<file path="src/rtl/brk_sequencer.sv">
// 6502 interrupt/reset sequencer: NMI edge detect, IRQ/BRK/RESET acceptance at
// opcode fetch, and the seven-cycle vector sequence with its dispatch strobes.
module brk_sequencer (
    input  logic       PHI0,
    input  logic       RES,
    input  logic       n_RESIN,
    input  logic       n_NMI,
    input  logic       n_IRQ,
    input  logic       I_FLAG,
    input  logic       RDY,
    input  logic       T1,
    input  logic       BRK_OP,
    output logic       B_OUT,
    output logic       BRK6E,
    output logic       BRK7,
    output logic       RESP,
    output logic       DORES,
    output logic       B_FLAG,
    output logic       I_SET,
    output logic [7:0] ZADL,
    output logic [2:0] SEQ
);
    // C1..C7 encode their own cycle number so SEQ is a direct slice
    localparam logic [3:0] S_IDLE = 4'd0;
    localparam logic [3:0] S_C1   = 4'd1;
    localparam logic [3:0] S_C2   = 4'd2;
    localparam logic [3:0] S_C3   = 4'd3;
    localparam logic [3:0] S_C4   = 4'd4;
    localparam logic [3:0] S_C5   = 4'd5;
    localparam logic [3:0] S_C6   = 4'd6;
    localparam logic [3:0] S_C7   = 4'd7;
    localparam logic [3:0] S_HOLD = 4'd8;

    localparam logic [1:0] SRC_RST = 2'd0;
    localparam logic [1:0] SRC_NMI = 2'd1;
    localparam logic [1:0] SRC_IRQ = 2'd2;
    localparam logic [1:0] SRC_BRK = 2'd3;

    logic [3:0] state;
    logic [1:0] src;
    logic       nmi_prev;
    logic       nmi_pend;
    logic       nmi_edge;
    logic       nmi_clr;
    logic       irq_req;
    logic       is_idle;
    logic [7:0] vec_lo;

    assign nmi_edge = nmi_prev & ~n_NMI;
    assign irq_req  = ~n_IRQ & ~I_FLAG;
    assign nmi_clr  = (state == S_C6) & n_RESIN & RDY & (src == SRC_NMI);
    assign is_idle  = (state == S_IDLE);

    always_ff @(posedge PHI0) begin
        if (RES) begin
            state    <= S_IDLE;
            src      <= SRC_IRQ;
            nmi_pend <= 1'b0;
            nmi_prev <= 1'b1;
        end else begin
            nmi_prev <= n_NMI;
            // a fresh edge on the clearing edge must survive the clear
            nmi_pend <= (nmi_pend & ~nmi_clr) | nmi_edge;
            if (!n_RESIN) begin
                state <= S_HOLD;
            end else if (state == S_HOLD) begin
                state <= S_C1;
                src   <= SRC_RST;
            end else if (RDY) begin
                case (state)
                    S_IDLE: begin
                        if (T1) begin
                            if (nmi_pend) begin
                                state <= S_C2;
                                src   <= SRC_NMI;
                            end else if (irq_req) begin
                                state <= S_C2;
                                src   <= SRC_IRQ;
                            end else if (BRK_OP) begin
                                state <= S_C2;
                                src   <= SRC_BRK;
                            end
                        end
                    end
                    S_C1, S_C2, S_C3, S_C4, S_C5, S_C6: state <= state + 4'd1;
                    default: state <= S_IDLE;
                endcase
                // IRQ/BRK redirected to the NMI vector if an NMI arrives by C5
                if (state == S_C5 && src[1] && (nmi_pend | nmi_edge))
                    src <= SRC_NMI;
            end
        end
    end

    always_comb begin
        vec_lo = 8'hFE;
        if (src == SRC_NMI)      vec_lo = 8'hFA;
        else if (src == SRC_RST) vec_lo = 8'hFC;
    end

    assign B_OUT  = (state == S_C1) | (is_idle & T1 & RDY & (nmi_pend | irq_req));
    assign RESP   = (state == S_HOLD) | (state == S_C1);
    assign DORES  = (src == SRC_RST) & (state == S_C3 || state == S_C4 || state == S_C5);
    assign B_FLAG = (src == SRC_BRK) & (state == S_C5);
    assign BRK6E  = (state == S_C6);
    assign BRK7   = (state == S_C7);
    assign I_SET  = (state == S_C6);
    assign ZADL   = BRK6E ? vec_lo : (BRK7 ? (vec_lo | 8'h01) : 8'h00);
    assign SEQ    = state[3] ? 3'd0 : state[2:0];
endmodule

</file>
<file path="config.mk">
export PLATFORM = sky130hd
export DESIGN_NAME = brk_sequencer
export DESIGN_NICKNAME = d
export VERILOG_FILES = /design/src/rtl/brk_sequencer.sv
export SDC_FILE = /design/constraint.sdc
export NUM_CORES = 1
export LEC_CHECK = 0
export ABC_AREA = 1
export CAP_MARGIN = 20
export CORE_UTILIZATION = 30
export DETAILED_ROUTE_END_ITERATION = 8
export PLACE_DENSITY = 0.56
export SLEW_MARGIN = 20
export SYNTH_ARGS = -nofsm -noshare
export SYNTH_HDL_FRONTEND = slang
export SYNTH_SLANG_ARGS = --single-unit
</file>
<file path="constraint.sdc">
create_clock -name PHI0 -period 1.99 [get_ports PHI0]
set_clock_uncertainty 0.15 [all_clocks]
set_input_delay 0.398 -clock PHI0 [delete_from_list [all_inputs] [get_ports PHI0]]
set_output_delay 0.398 -clock PHI0 [all_outputs]
set_load 0.02 [all_outputs]
</file>
# Yosys cells after proc, flatten, opt, wreduce, memory -nomap -nowiden

Index checks and enable logic that the tools add are counted.

Multiplexer cells: 21
Bitwise logic cells: 21
Equal/unequal tests: 17
Add/subtract/negate cells: 1
Reductions and logical operators: 17

Operators with widths:

| kind                | number |
|---|---|
| $mux 4              | 7 |
| $mux 2              | 9 |
| $eq 4x3->1 const B  | 4 |
| $mux 8              | 2 |
| $and 1x1->1         | 11 |
| $reduce_and 3->1    | 3 |
| $eq 4x2->1 const B  | 2 |
| $pmux 4 s2          | 1 |
| $mux 3              | 2 |
| $ne 6x5->1 const B  | 1 |
| $reduce_bool 3->1   | 2 |
| $reduce_or 6->1     | 1 |
| $ne 5x4->1 const B  | 1 |
| $not 1->1           | 5 |
| $or 1x1->1          | 5 |
| $reduce_and 5->1    | 1 |
| $reduce_bool 5->1   | 1 |
| $add 4x1->4 const B | 1 |
| $eq 4x1->1 const B  | 1 |
| $eq 4x4->1 const B  | 1 |
| $logic_not 4->1     | 1 |
| $ne 4x3->1 const B  | 1 |
| $ne 4x4->1 const B  | 1 |
| $ne 3x1->1 const B  | 1 |
| other kinds (10)    | 12 |

Register bits after elaboration: 8

# Depth between registers and ports, before layout

Gate-level depths: netlist of the first run.

Depth after elaboration: 9
Gate-level depth with buffers: 10
Mapped depth without buffers: 10

# Worst setup path before layout of the first run

Ideal clock, no wire load.

Path type: register -> output
From: reg state[0]
To: out ZADL[4]
Path buffers: 1
Cell stages (with the launch flop): 7
Data arrival time: 1512 ps
Setup slack: -70 ps
Cell sequence: dfxtp_1 > ha_1 > nand2_1 > nor2_1 > nor2_1 > inv_1 > buf_4

Cells in the longest elaborated chain, start to end: 3

RTL lines:

| element                | line | source |
|---|---|---|
| from (decl)            | 39   | `logic [3:0] state;` |
| from (signal assigned) | 85   | `S_C1, S_C2, S_C3, S_C4, S_C5, S_C6: state <= state + 4'd1;` |
| $eq 4x3->1             | 106  | `assign BRK7 = (state == S_C7);` |
| named net BRK7         | 15   | `output logic BRK7,` |
| $mux 8 (2 in a row)    | 108  | `assign ZADL = BRK6E ? vec_lo : (BRK7 ? (vec_lo \| 8'h01) : 8'h00);` |
| to (decl)              | 20   | `output logic [7:0] ZADL,` |

The timed path passes the listed nets, and every way through them passes these cells.

# Final worst setup path of the first run

From: reg state[0]
To: out ZADL[2]

Cells in the longest elaborated chain, start to end: 3

RTL lines:

| element    | line |
|---|---|
| $eq 4x3->1 | 106 |
| $mux 8     | 108 |
| $mux 8 (*) | 108 |

Every way passes the cells marked *; elsewhere a longest branch is shown, timed or not.

==> results of run 1 <==
[report_power, final]
group          internal (mW)  leakage (nW)  switching [mW]
registers              0.169        0.0681          0.0167
clock network         0.0694        0.0138          0.0601
logic                 0.0840         0.636          0.0927
total                  0.323         0.718           0.170
[through the flow]
step	TNS [ps]	std cells	setup WS, ps	area, sq um	total power [mW]
2_1_floorplan	0	123	21.2	744	0.279
3_3_place_gp	-2100	196	-391	1180	0.357
3_5_place_dp	-2280	196	-404	1180	0.358
4_1_cts	-47.5	200	-47.5	1180	0.487
5_1_grt	-160	201	-71.3	1260	0.533
6_report	0	201	16.9	1260	0.492
[cell families (layout without fill, tap and decap cells)]
group	after synthesis	after routing
AO/OA/AOI/OAI	17	17
flip-flops	8	8
adder cells (fa/ha/maj)	4	4
AND/OR/NAND/NOR	62	62
buffers and inverters	31	81
XOR/XNOR	1	1
[state kept, by name, summed over array words and instances, names as in the netlist]
| signal | flops |
|---|---|
| nmi_pend | 1 |
| nmi_prev | 1 |
| src | 2 |
| state | 4 |
[what timing repair did]
| item | CTS | global route |
|---|---|---|
| setup buffers | 1 | 1 |
| pin swaps | 1 | 6 |
| gates resized for setup | 65 | 28 |
| setup endpoints to repair | 18 | 15 |
[final timing paths]
check | from | to | slack (ps) | cells after the start
worst max register to register | state[1] | src[0] | 230 | 12
worst max-delay path | state[0] | ZADL[2] | 20 | 7
worst min-delay path | nmi_prev | nmi_pend | 340 | 2
worst min register to register | nmi_prev | nmi_pend | 340 | 2
[final cells by class]
cell class	count	area [sq um]	share of cell area (%)
Clock buffer	3	22.5	1.78
Inverter	25	96.3	7.62
Multi-Input combinational cell	84	526	41.5
Sequential cell	8	170	13.5
Tap cell	28	35.0	2.77
Timing Repair Buffer	53	415	32.8
[per-layer routing]
| layer | up-vias | global-route usage [%] | wire, um | part of all wire, % |
|---|---|---|---|---|
| li1 | 481 | - | - | - |
| met1 | 397 | 19.9 | 959 | 44 |
| met2 | 23 | 29.9 | 1080 | 50 |
| met3 | 2 | 2.34 | 90 | 4.2 |
| met4 | 0 | 6.76 | 27 | 1.2 |
| met5 | - | 0 | 0 | 0 |
[Yosys cell counts]
cell,number,area share (%)
xor2_1,1,1.2
nand3_4,1,2.4
nor2_4,2,3.0
ha_1,4,6.7
a21oi_1,6,4.0
nor2_2,2,1.7
nor2_1,16,8.1
inv_2,4,2.0
o21ai_0,5,3.4
nand3_2,1,1.3
a21boi_1,1,1.0
a21oi_2,1,1.2
nor3_1,2,1.3
nand2_1,30,15
nor4_1,1,0.84
o21ai_1,1,0.67
nand3_1,6,4.0
a31oi_1,2,1.7
dfxtp_1,8,22
o31ai_1,1,1.0
nand4_1,1,0.84
buf_4,6,6.1
inv_1,21,11
[worst max-delay path, delay by kind of cell, from the launching register on]
| kind | cells | cell delay [ps] |
|---|---|---|
| fa+ha+maj | 1 | 160 |
| simple gates | 3 | 260 |
| flops | 1 | 400 |
| compound gates | 1 | 100 |
| buf+inv | 2 | 240 |
==> impl_results.md, run 1 <==
- Vias per cell: 4.49
- Final hold slack: 340 ps
- Hold_buf cts: 0
- Max cap viols: 0
- Mux cell area share after synthesis: 0%
- Clock sinks: 8
- Slew @ Worst Pin: 285 ps
- Pwr/cell area: 389 nW/um^2
- Mapped Avg Cell Area: 6.03 sq um
- GP Congestion: 0.822
- Later-pin clock latency in the skew report: 250 ps
- RSZ-0062 raised after global routing: yes
- IO Count: 27
- Most used cells in the layout excluding fill and tap cells: nand2_1, buf_4, inv_1
- Synth Area in Compound Gates: 13.0%
- Sequential area share after synthesis: 21.6%
- Worst Setup End Kind: primary output
- Cells after synthesis: 123
- Area delta synth->final: 70.5%
- Post-DP HPWL: 1.68 mm
- First-pass GRT wire length: 3.33 mm
- Num CTS Buffers: 3
- Slew headroom: 81.0%
- Fin crit period: 1970 ps
- Slowest CP cell: dfxtp_4
- Vias in the first global route: 821
- Commonest non-fill, non-tap cell in the layout: nand2_1
- Ys Warns: 0
- Min-delay worst type: reg -> reg
- Post-Synthesis Cell Area: 742 sq um
- Core area: 2280 sq um
- Crit path DAT: 1430 ps
- CP Data Required Time: 1440 ps
- GR Util All Layers: 16.7%
- Gr ovfl total: 0
- Simple logic cell fraction of the synthesized area: 38.8%
- Port bufs: 26
- Max stage delay on crit path: 400 ps
- Synth Area in XOR/XNOR: 1.18%
- Critical path class: reg -> out
- DIE WIDTH: 51.7 um
- Syn_nets: 136
- Starting Density: 32.6%
- Worst vdd ir: 0.000277 V
- Lkg Pwr: 0.718 nW
- Largest family of logic cells by synthesized area: simple AND/OR/NAND/NOR gates
- Crit share post-route: 99.2%
- Fillers: 246
- Root Buffer: clkbuf_4
- Synthesis-stage register bit count: 8
- Row count: 17
- Status: complete, no violations
- Finished Core Util: 55.6%
- CP max FO: 4
- CTS tree: yes
- # DRC: 0
- Max Transition Viols Final: 0
- Max Freq: 507 MHz
- Proportion of layout cells with a drive suffix above 1: 42.8%
- Reg clk slew, reported paths: 60 ps
- Pre-antenna DRT Iters: 4
- Wirelength per Cell: 10.8 um
- Drt total wl: 2.16 mm
- Hold Vio Cnt, Final: 0
- Detailed Route Iter0 Violations: 11
- Die height: 51.7 um
- Die ar.: 2680 sq um
- Crit-path cells: ha_4 -> nand2_4 -> nor2_4 -> nor2_4 -> buf_6 -> a21oi_2 -> buf_6
- Endpoints failing setup: 0
- Nets: 188
- Routed vias: 903
- Clk buf depth: 2
- Initial antenna violation count: 0
- Pin count of the biggest net entering global routing: 7
- Number of nets with antenna violations after routing: 0
- Yosys cell types: 23
- Antenna cell count: 0
- Area share of fa/ha/maj cells after synthesis: 6.75%
- Setup crit start kind: flop
- H-tree Lvls: 1
Power figures use the tool's default switching activity.
==> run 2, diff against run 1 <==
ABC_AREA = default   (was 1)
==> run 2 against run 1 <==
Compared with the run above: the run now ends with setup timing left; sequential power fell by 3%; final cell count fell by 18%; clock-buffer cell count did not move; largest power group unchanged; largest cell class unchanged; non-clock buffer count did not move; utilization rose by 2.4 points; first-iteration DRC count rose to 2.5 times the previous value; final area rose by 2.4%; global-route usage rose by 1.4 points.
==> impl_results.md, run 2 <==
- Clock power frac: 28.8% (+2.5 points)
- Mux cell area share after synthesis: 1.39% (+1.4 points)
- Synth Area in Compound Gates: 28.6% (+16 points)
- First-pass GRT wire length: 3.55 mm (+6.6%)
- Cells after synthesis: 89 (-28%)
- H-tree Lvls: 1 (unchanged)
- Worst vdd ir: 0.000224 V (-19%)
- Pre-antenna DRT Iters: 4 (unchanged)
- Post-route insts no fill: 164 (-18%)
- CP max FO: 4 (unchanged)
- Reg-to-reg slack, setup: 170 ps (-60 ps)
- Die ar.: 2590 sq um (-3.1%)
- Detailed Route Iter0 Violations: 28 (+17)
- Vias in the first global route: 776 (-5.5%)
- Buf/Inv on CP: 2 (unchanged)
- Largest regs: state: 4 flops, src: 2 flops
- Hold Vio Cnt, Final: 0 (unchanged)
- DP Area: 1140 sq um (-3.4%)
- CTS tree: yes
- Ys async rst share: 0% (unchanged)
- Largest family of logic cells by synthesized area: simple AND/OR/NAND/NOR gates
- Slew @ Worst Pin: 322 ps (+37.8 ps)
- Clk buf depth: 2 (unchanged)
- Final worst setup slack: -25.8 ps (-42.7 ps)
- RSZ-0062 raised after global routing: yes
- Primary FF master, synth: dfxtp_1
- Clock sinks: 8 (unchanged)
- Crit path DAT: 1470 ps (+40 ps)
- Reg clk slew, reported paths: 60 ps (about the same)
- Slowest CP cell: dfxtp_4
- Sequential area share after synthesis: 22.3% (+0.71 points)
- GP Congestion: 0.838 (+2.0%)
- Yosys cell types: 43 (+87%)
- R2r endpoint: src[1]
- Routed vias: 899 (-0.44%)
- Post-Synthesis Cell Area: 718 sq um (-3.2%)
- Port bufs: 26 (unchanged)
- Most numerous cell in the Yosys netlist: dfxtp_1
- Proportion of layout cells with a drive suffix above 1: 50.7% (+8.0 points)
- Setup crit start kind: flop
- Post-Place Cells: 157 (-20%)
- Crit-path cells: inv_4 -> ha_4 -> o21ai_2 -> a2111oi_4 -> buf_4
- CP Data Required Time: 1440 ps (about the same)
- DIE WIDTH: 50.9 um (-1.5%)
- Sequential Power Share: 38.8% (+1.0 points)
- Fin Setup TNS: -25.8 ps (-25.8 ps)
- Min-delay worst type: reg -> reg
- Mapped Avg Cell Area: 8.07 sq um (+34%)
- Nets: 151 (-20%)
- Vias per cell: 5.48 (+22%)
- Logic pwr share: 32.4% (-3.5 points)
- Pwr/cell area: 358 nW/um^2 (-8.0%)
- GR Util All Layers: 18.2% (+1.4 points)
- Synthesis-stage register bit count: 8 (unchanged)
- Worst Setup End Kind: primary output
- Synth top area share: 22.3% (+0.71 points)
- Yosys top cell by area: dfxtp_1
- Switch share: 32.4% (-2.1 points)
- Max Freq: 496 MHz (-2.1%)
- Core area: 2230 sq um (-1.9%)
- Root Buffer: clkbuf_4
- Most used cells in the layout excluding fill and tap cells: buf_4, buf_6, dlygate4sd2_1
- # DRC: 0 (unchanged)
- Lkg Pwr: 0.546 nW (-24%)
- Slew headroom: 78.4% (-2.5 points)
- Num CTS Buffers: 3 (unchanged)
- Later-pin clock latency in the skew report: 260 ps (about the same)
- Synth Area in XOR/XNOR: 0% (-1.2 points)
- Drt total wl: 2.30 mm (+6.2%)
- Initial antenna violation count: 0 (unchanged)
- Gr ovfl total: 0 (unchanged)
- Min-delay src: nmi_prev
- Hold EP: nmi_pend
- Max Transition Viols Final: 0 (unchanged)
- Worst R2R Start: state[1]
- Pin count of the biggest net entering global routing: 13 (+6)
- Max cap viols: 0 (unchanged)
- Max stage delay on crit path: 370 ps (-30 ps)
- Internal: 313 uW (-2.9%)
- Starting Density: 32.2% (-0.44 points)
- Synth top area cells: dfxtp_1, ha_1, buf_4
- Simple logic cell fraction of the synthesized area: 30.0% (-8.8 points)
- Area share of fa/ha/maj cells after synthesis: 6.97% (+0.22 points)
- Area delta synth->final: 80.3%
- Antenna cell count: 0 (unchanged)
- Worst Reg-to-Reg Cells: 8 (-4)
- Most flops, register: state
- Max FFs per register: 4 (unchanged)
- IO Count: 27 (unchanged)
- Wirelength per Cell: 14.0 um (+30%)
- Row count: 17 (unchanged)
- Post-DP HPWL: 1.67 mm (-0.46%)
- Fin crit period: 2020 ps (+42.7 ps)
- EDFF count, synth: 0 (unchanged)
- Finished Core Util: 58.0% (+2.4 points)
- Sw power: 150 uW (-12%)
- Ys Warns: 0 (unchanged)
- Commonest cells in the netlist: dfxtp_1, nor2_1, a21oi_1, buf_4
- Final hold slack: 451 ps (+111 ps)
- Design Area, Final: 1290 sq um (+2.4%)
- Status: finished with violations
- Crit share post-route: 101% (+2.1 points)
- Levels on crit path: 5 (-2)
- Critical path class: reg -> out
- Commonest non-fill, non-tap cell in the layout: buf_4
- Syn_nets: 102 (-25%)
- Failing checks: setup timing
- Die height: 50.9 um (-1.5%)
- Hold Path Depth: 3 (+1)
- Crit-path leading delay family: compound AO/OA/AOI/OAI gates
- Endpoints failing setup: 1 (+1)
- Number of nets with antenna violations after routing: 0 (unchanged)
run 2: cell count changes in the layout (fill, tap and decap cells not counted), moves of 3 or more:
cell      change
buf_2         -5
buf_4         -3
buf_6        +12
inv_1        -15
inv_2         -8
nand2_1      -25
nor2_1        -9
nor2_4        -3
o211ai_1      +3
o21ai_0       -3
run 2: cell families (layout without fill, tap and decap cells):
kind of cell | Yosys count | in the layout
AOI/OAI and AO/OA | 27 | 27
adders and majority gates | 4 | 4
buffers and inverters | 13 | 60
DFF | 8 | 8
muxes | 1 | 1
and+or+nand+nor | 36 | 36
run 2: routing by layer:
metal	routed length [um]	part of all wire [%]	track usage [%]	vias to the layer above
li1	-	-	-	421
met1	973	42	23.0	426
met2	1140	50	29.6	45
met3	143	6.2	2.68	7
met4	41	1.8	9.26	0
met5	0	0	0	-
run 2: final cells by class:
type	instances	area, sq um
multi-input combinational	68	586
clock buffer	3	22.5
inverter	4	25.0
fill	205	938
sequential	8	169
timing repair buffer	53	458
tap	28	35.0
run 2: worst max path at each step:
stage,from,to,slack [ps]
finish,state[1],DORES,-30
CTS,state[1],DORES,-100
global route,state[0],DORES,-80
detailed placement,I_FLAG,B_OUT,-510
global placement,I_FLAG,B_OUT,-500
floorplan,state[0],DORES,90
run 2: power by group through the flow:
stage | clock network [mW] | logic (mW) | registers, mW
finish | 0.133 | 0.150 | 0.180
global route | 0.141 | 0.162 | 0.181
CTS | 0.134 | 0.132 | 0.179
global placement | 0 | 0.134 | 0.182
detailed placement | 0 | 0.135 | 0.182
floorplan | 0 | 0.0655 | 0.181
run 2: timing repair:
action | CTS | global route
hold buffers | 0 | 0
setup endpoints to repair | 18 | 14
gates cloned | 0 | 0
endpoints found under the hold margin | 0 | 0
pin swaps | 2 | 5
resized for setup | 93 | 28
buffers inserted | 0 | 4
run 2: worst min-delay path, cell delays in order, from the launching register on:
cell and delay (ps):
dfxtp_1 300, and2b_2 150, a21oi_1 40, nor2_1 70
run 2: through the flow:
stage               worst slack (ps)  power [mW]
floorplan                       86.6       0.247
global placement                -497       0.316
detailed placement              -506       0.317
CTS                             -101       0.445
global route                   -81.3       0.484
finish                         -25.8       0.463
==> edit 1, RTL diff (flow settings as in run 2) <==
Add an input register stage for `n_IRQ`; this delays it by one clock. The other inputs are not delayed to match.
--- a/src/rtl/brk_sequencer.sv
+++ b/src/rtl/brk_sequencer.sv
@@ -36,6 +36,12 @@
     localparam logic [1:0] SRC_IRQ = 2'd2;
     localparam logic [1:0] SRC_BRK = 2'd3;
 
+    logic n_IRQ_q;
+
+    always_ff @(posedge PHI0) begin
+        n_IRQ_q <= n_IRQ;
+    end
+
     logic [3:0] state;
     logic [1:0] src;
     logic       nmi_prev;
@@ -47,7 +53,7 @@
     logic [7:0] vec_lo;
 
     assign nmi_edge = nmi_prev & ~n_NMI;
-    assign irq_req  = ~n_IRQ & ~I_FLAG;
+    assign irq_req  = ~n_IRQ_q & ~I_FLAG;
     assign nmi_clr  = (state == S_C6) & n_RESIN & RDY & (src == SRC_NMI);
     assign is_idle  = (state == S_IDLE);
 
Behaviour: not the same (Yosys sat finds a counterexample within 4 cycles, from zero or initial values).
==> edit 1 against run 2 <==
  * Global-route usage hardly changed
  * Setup slack worse by 0.0021 ns
  * Routed wire length is 4.4% lower
  * Register-to-register slack worse by 0.07 ns
  * Cell count is 3.0% higher
  * Combinational power is 8% lower
  * Sequential cell count is 1 higher
  * The run still ends with setup timing left
  * Final area is 1.9% lower
  * Die area is 1.0% lower
  * Area after synthesis is 1.0% lower
  * Power is 3.4% higher
  * Via count is 5.8% lower
  * Maximum frequency is 0.10% lower
  * Count of clock-buffer cells in the layout is 1 higher
==> edit 1: results (changes against run 2) <==
| Metric | Value |
|---|---|
| Final setup vio count | `6 (+5)` |
| Outcome | `complete, but fails checks` |
| Vias per cell | `5.01 (-8.6%)` |
| First-pass GRT wire length | `3450 um (-2.7%)` |
| Mapped Nets | `104 (+2.0%)` |
| GRT Overall Usage | `18.2% (+0.023 points)` |
| Leakage power total | `0.563 nW (+3.2%)` |
| Synth cell count leaders | `dfxtp_1 (9), nor2_1 (8), nand2_1 (6), nand2b_1 (6)` |
| Distinct cells, synth | `38 (-12%)` |
| Place WS | `-0.431 ns (+0.0751 ns)` |
| YS warnings | `0 (unchanged)` |
| Iteration-0 DRC Markers | `15 (-46%)` |
| Fillers | `212 (+3.4%)` |
| Crit-path max FO | `5 (+1)` |
| Synth area leaders | `dfxtp_1 (25%), ha_1 (7.0%), buf_4 (5.3%), nand2b_1 (5.3%), nor2b_1 (4.4%)` |
| Share of post-route cells with drive strength above 1 | `46.1% (-4.6 points)` |
| Worst VDD drop | `272 uV (+21%)` |
| Slew margin rel. | `82.2% (+3.8 points)` |
| Drt total wl | `2200 um (-4.4%)` |
| DP Wirelength | `1690 um (+1.4%)` |
| Hold crit path type | `primary input to flip-flop` |
| Sw frac | `29.4% (-3.0 points)` |
| Failing checks | `setup timing` |
| Setup slack after layout | `-0.0279 ns (-0.00207 ns)` |
| Sequential area share after synthesis | `25.4% (+3.1 points)` |
## edit 1: critical path: stages (launching register included)
cell and delay [ns]:
dfxtp_4 0.38, inv_4 0.05, buf_6 0.11, ha_4 0.15, o21ai_2 0.15, buf_6 0.12
buf_6 0.09, inv_6 0.04, buf_6 0.12
## edit 1: path summary, 6_finish.rpt
check                                        endpoint  cells past startpoint                   from  slack, ns
worst max register to register  state[3]$_SDFFE_PP0P_                      8  state[0]$_SDFFE_PP0P_       0.10
worst max-delay path                          ZADL[3]                      8  state[0]$_SDFFE_PP0P_      -0.03
worst min-delay path              src[0]$_SDFFE_PP0P_                      4                 I_FLAG       0.40
worst min register to register  state[1]$_SDFFE_PP0P_                      3  state[1]$_SDFFE_PP0P_       0.47
## edit 1: cells by family (layout without fill, tap and decap cells)
family,after synthesis,after routing,synth area share (%)
flops,9,9,25.4
compound gates,24,24,23.8
simple gates,41,41,32.4
mux,1,1,1.41
buf+inv,12,62,10.0
fa+ha+maj,4,4,7.04
## edit 1: routing by layer
metal	track usage [%]	part of all wire, %	up-vias
li1	-	-	423
met1	22.7	44	388
met2	30.4	49	32
met3	2.12	6.1	4
met4	9.26	0.82	0
met5	0	0	-
## edit 1: final cells by class
cell class | count | area, sq um | share of cell area [%]
inverter | 4 | 22.5 | 1.77
sequential | 9 | 186 | 14.7
clock buffer | 4 | 26.3 | 2.07
tap | 28 | 35.0 | 2.76
timing repair buffer | 54 | 460 | 36.3
multi-input combinational | 70 | 539 | 42.5
## edit 1: stage by stage
stage,setup TNS [ns],utilization [%],std cells
after floorplan,0,-,91
after global placement,-3.09,51.7,162
after detailed placement,-3.38,51.7,162
after CTS,-0.153,53.7,167
after global routing,-0.554,57.4,169
final,-0.161,57.4,169
## edit 1: power by group through the flow
stage                     clock [W]  combinational [W]  sequential, W
final                      0.000144           0.000138       0.000197
after global routing       0.000156           0.000150       0.000198
after CTS                  0.000150           0.000131       0.000196
after detailed placement          0           0.000128       0.000200
after global placement            0           0.000128       0.000199
after floorplan                   0          0.0000588       0.000201
## edit 1: timing repair
item                                    CTS  global route
buffers inserted                          1             2
gates resized for setup                  91            20
pin swaps                                 2             7
endpoints found under the setup margin   19            14
==> edit 2, RTL diff (flow settings as in run 2) <==
Made on the original files. Register the output `B_FLAG`; this adds one clock of latency there. The other outputs are not delayed to match.
--- a/src/rtl/brk_sequencer.sv
+++ b/src/rtl/brk_sequencer.sv
@@ -101,7 +101,9 @@
     assign B_OUT  = (state == S_C1) | (is_idle & T1 & RDY & (nmi_pend | irq_req));
     assign RESP   = (state == S_HOLD) | (state == S_C1);
     assign DORES  = (src == SRC_RST) & (state == S_C3 || state == S_C4 || state == S_C5);
-    assign B_FLAG = (src == SRC_BRK) & (state == S_C5);
+    always_ff @(posedge PHI0) begin
+        B_FLAG <= (src == SRC_BRK) & (state == S_C5);
+    end
     assign BRK6E  = (state == S_C6);
     assign BRK7   = (state == S_C7);
     assign I_SET  = (state == S_C6);
Check against the original RTL: not equivalent (Yosys sat finds a counterexample within 10 cycles, from zero or initial values).
==> edit 2 against run 2 <==
  * The run still ends with setup timing left
  * Critical path depth is 1 higher
  * Worst hold slack worse by 0.038 ns
  * Via count fell by 2.3%
  * Sequential cell count grew 1
  * Routed wire length rose by 2.7%
  * Cell count grew 4.9%
  * Clock power is 13% higher
  * Area after synthesis down 1.0%
  * Global-route usage grew 1.4 points
  * Setup slack got worse by 0.019 ns
  * Power rose by 7.4%
  * Sequential share of layout area up 0.89 points
  * Final area grew 1.9%
  * Critical path type unchanged
==> edit 2: results (changes against run 2) <==
| Metric | Value |
|---|---|
| Multi-input logic portion of the cell area | `41.2% (-4.0 points)` |
| Post-synthesis adder-cell area fraction | `7.04% (+0.074 points)` |
| Gp weighted congestion | `0.825 (-1.6%)` |
| CP arrival | `1.49 ns (+0.02 ns)` |
| Leakage power total | `0.582 nW (+6.7%)` |
| First-pass GRT wire length | `3680 um (+3.9%)` |
| Synth area leaders | `dfxtp_1 (25%), ha_1 (7.0%), buf_4 (5.3%), nand2b_1 (5.3%), nor2b_1 (4.4%)` |
| Failing checks | `setup timing` |
| R2R setup slack | `0.06 ns (-0.11 ns)` |
| Share of post-route cells with drive strength above 1 | `50.0% (-0.74 points)` |
| Switching Power | `0.000155 W (+3.5%)` |
| WL met1 | `1000 um (+2.8%)` |
| Grt met2 use | `33.1% (+3.5 points)` |
| Seq area share | `13.9% (+0.89 points)` |
| Setup bufs post-CTS | `3 (+3)` |
| Compound-Gate Fraction of Synth Area | `23.8% (-4.8 points)` |
| Synth cell count leaders | `dfxtp_1 (9), nor2_1 (8), nand2_1 (6), nand2b_1 (6)` |
| Multi-input comb cells | `70 (+2.9%)` |
| Final setup vio count | `2 (+1)` |
| GRT Overall Usage | `19.6% (+1.4 points)` |
| Iteration-0 DRC Markers | `29 (+3.6%)` |
| Sequential power share | `39.0% (+0.2 points)` |
| Drt total wl | `2360 um (+2.7%)` |
| Worst VDD drop | `527 uV (+140%)` |
| Sequential area share after synthesis | `25.4% (+3.1 points)` |
| Global Route met1 Usage | `24.4% (+1.5 points)` |
| Setup slack after layout | `-0.0449 ns (-0.0190 ns)` |
| Slew margin rel. | `81.0% (+2.6 points)` |
| Outcome | `complete, but fails checks` |
| Placed Cells | `162 (+3.2%)` |
| Mapped Nets | `104 (+2.0%)` |
| Fillers | `196 (-4.4%)` |
| Vias per cell | `5.10 (-6.9%)` |
| Crit-path max FO | `3 (-1)` |
| Routed length per instance | `13.7 um (-2.1%)` |
| Clock group share of total power | `30.2% (+1.4 points)` |
| Post-synthesis mux area share | `1.41% (+0.015 points)` |
| Met2 WL | `1200 um (+5.7%)` |
| NonClk Buf Share | `38.4% (+3.0 points)` |
-- edit 2: worst paths after layout --
| check | from | end | cells past startpoint |
|---|---|---|---|
| setup / recovery | state[1]$_SDFFE_PP0P_ | DORES | 6 |
| hold / removal | I_FLAG | src[0]$_SDFFE_PP0P_ | 4 |
| setup reg to reg | state[1]$_SDFFE_PP0P_ | state[3]$_SDFFE_PP0P_ | 9 |
| hold reg to reg | nmi_pend$_SDFF_PP0_ | nmi_pend$_SDFF_PP0_ | 3 |
-- edit 2: through the flow --
step	total power [W]	setup WS [ns]	area, sq um	utilization, %	setup TNS, ns
final	0.000498	-0.0449	1320	59.7	-0.0541
after CTS	0.000492	-0.116	1230	55.5	-0.146
after global routing	0.000532	-0.148	1320	59.7	-0.595
after detailed placement	0.000329	-0.493	1140	51.7	-3.18
after floorplan	0.000258	0.0184	717	-	0
after global placement	0.000328	-0.406	1140	51.7	-2.91
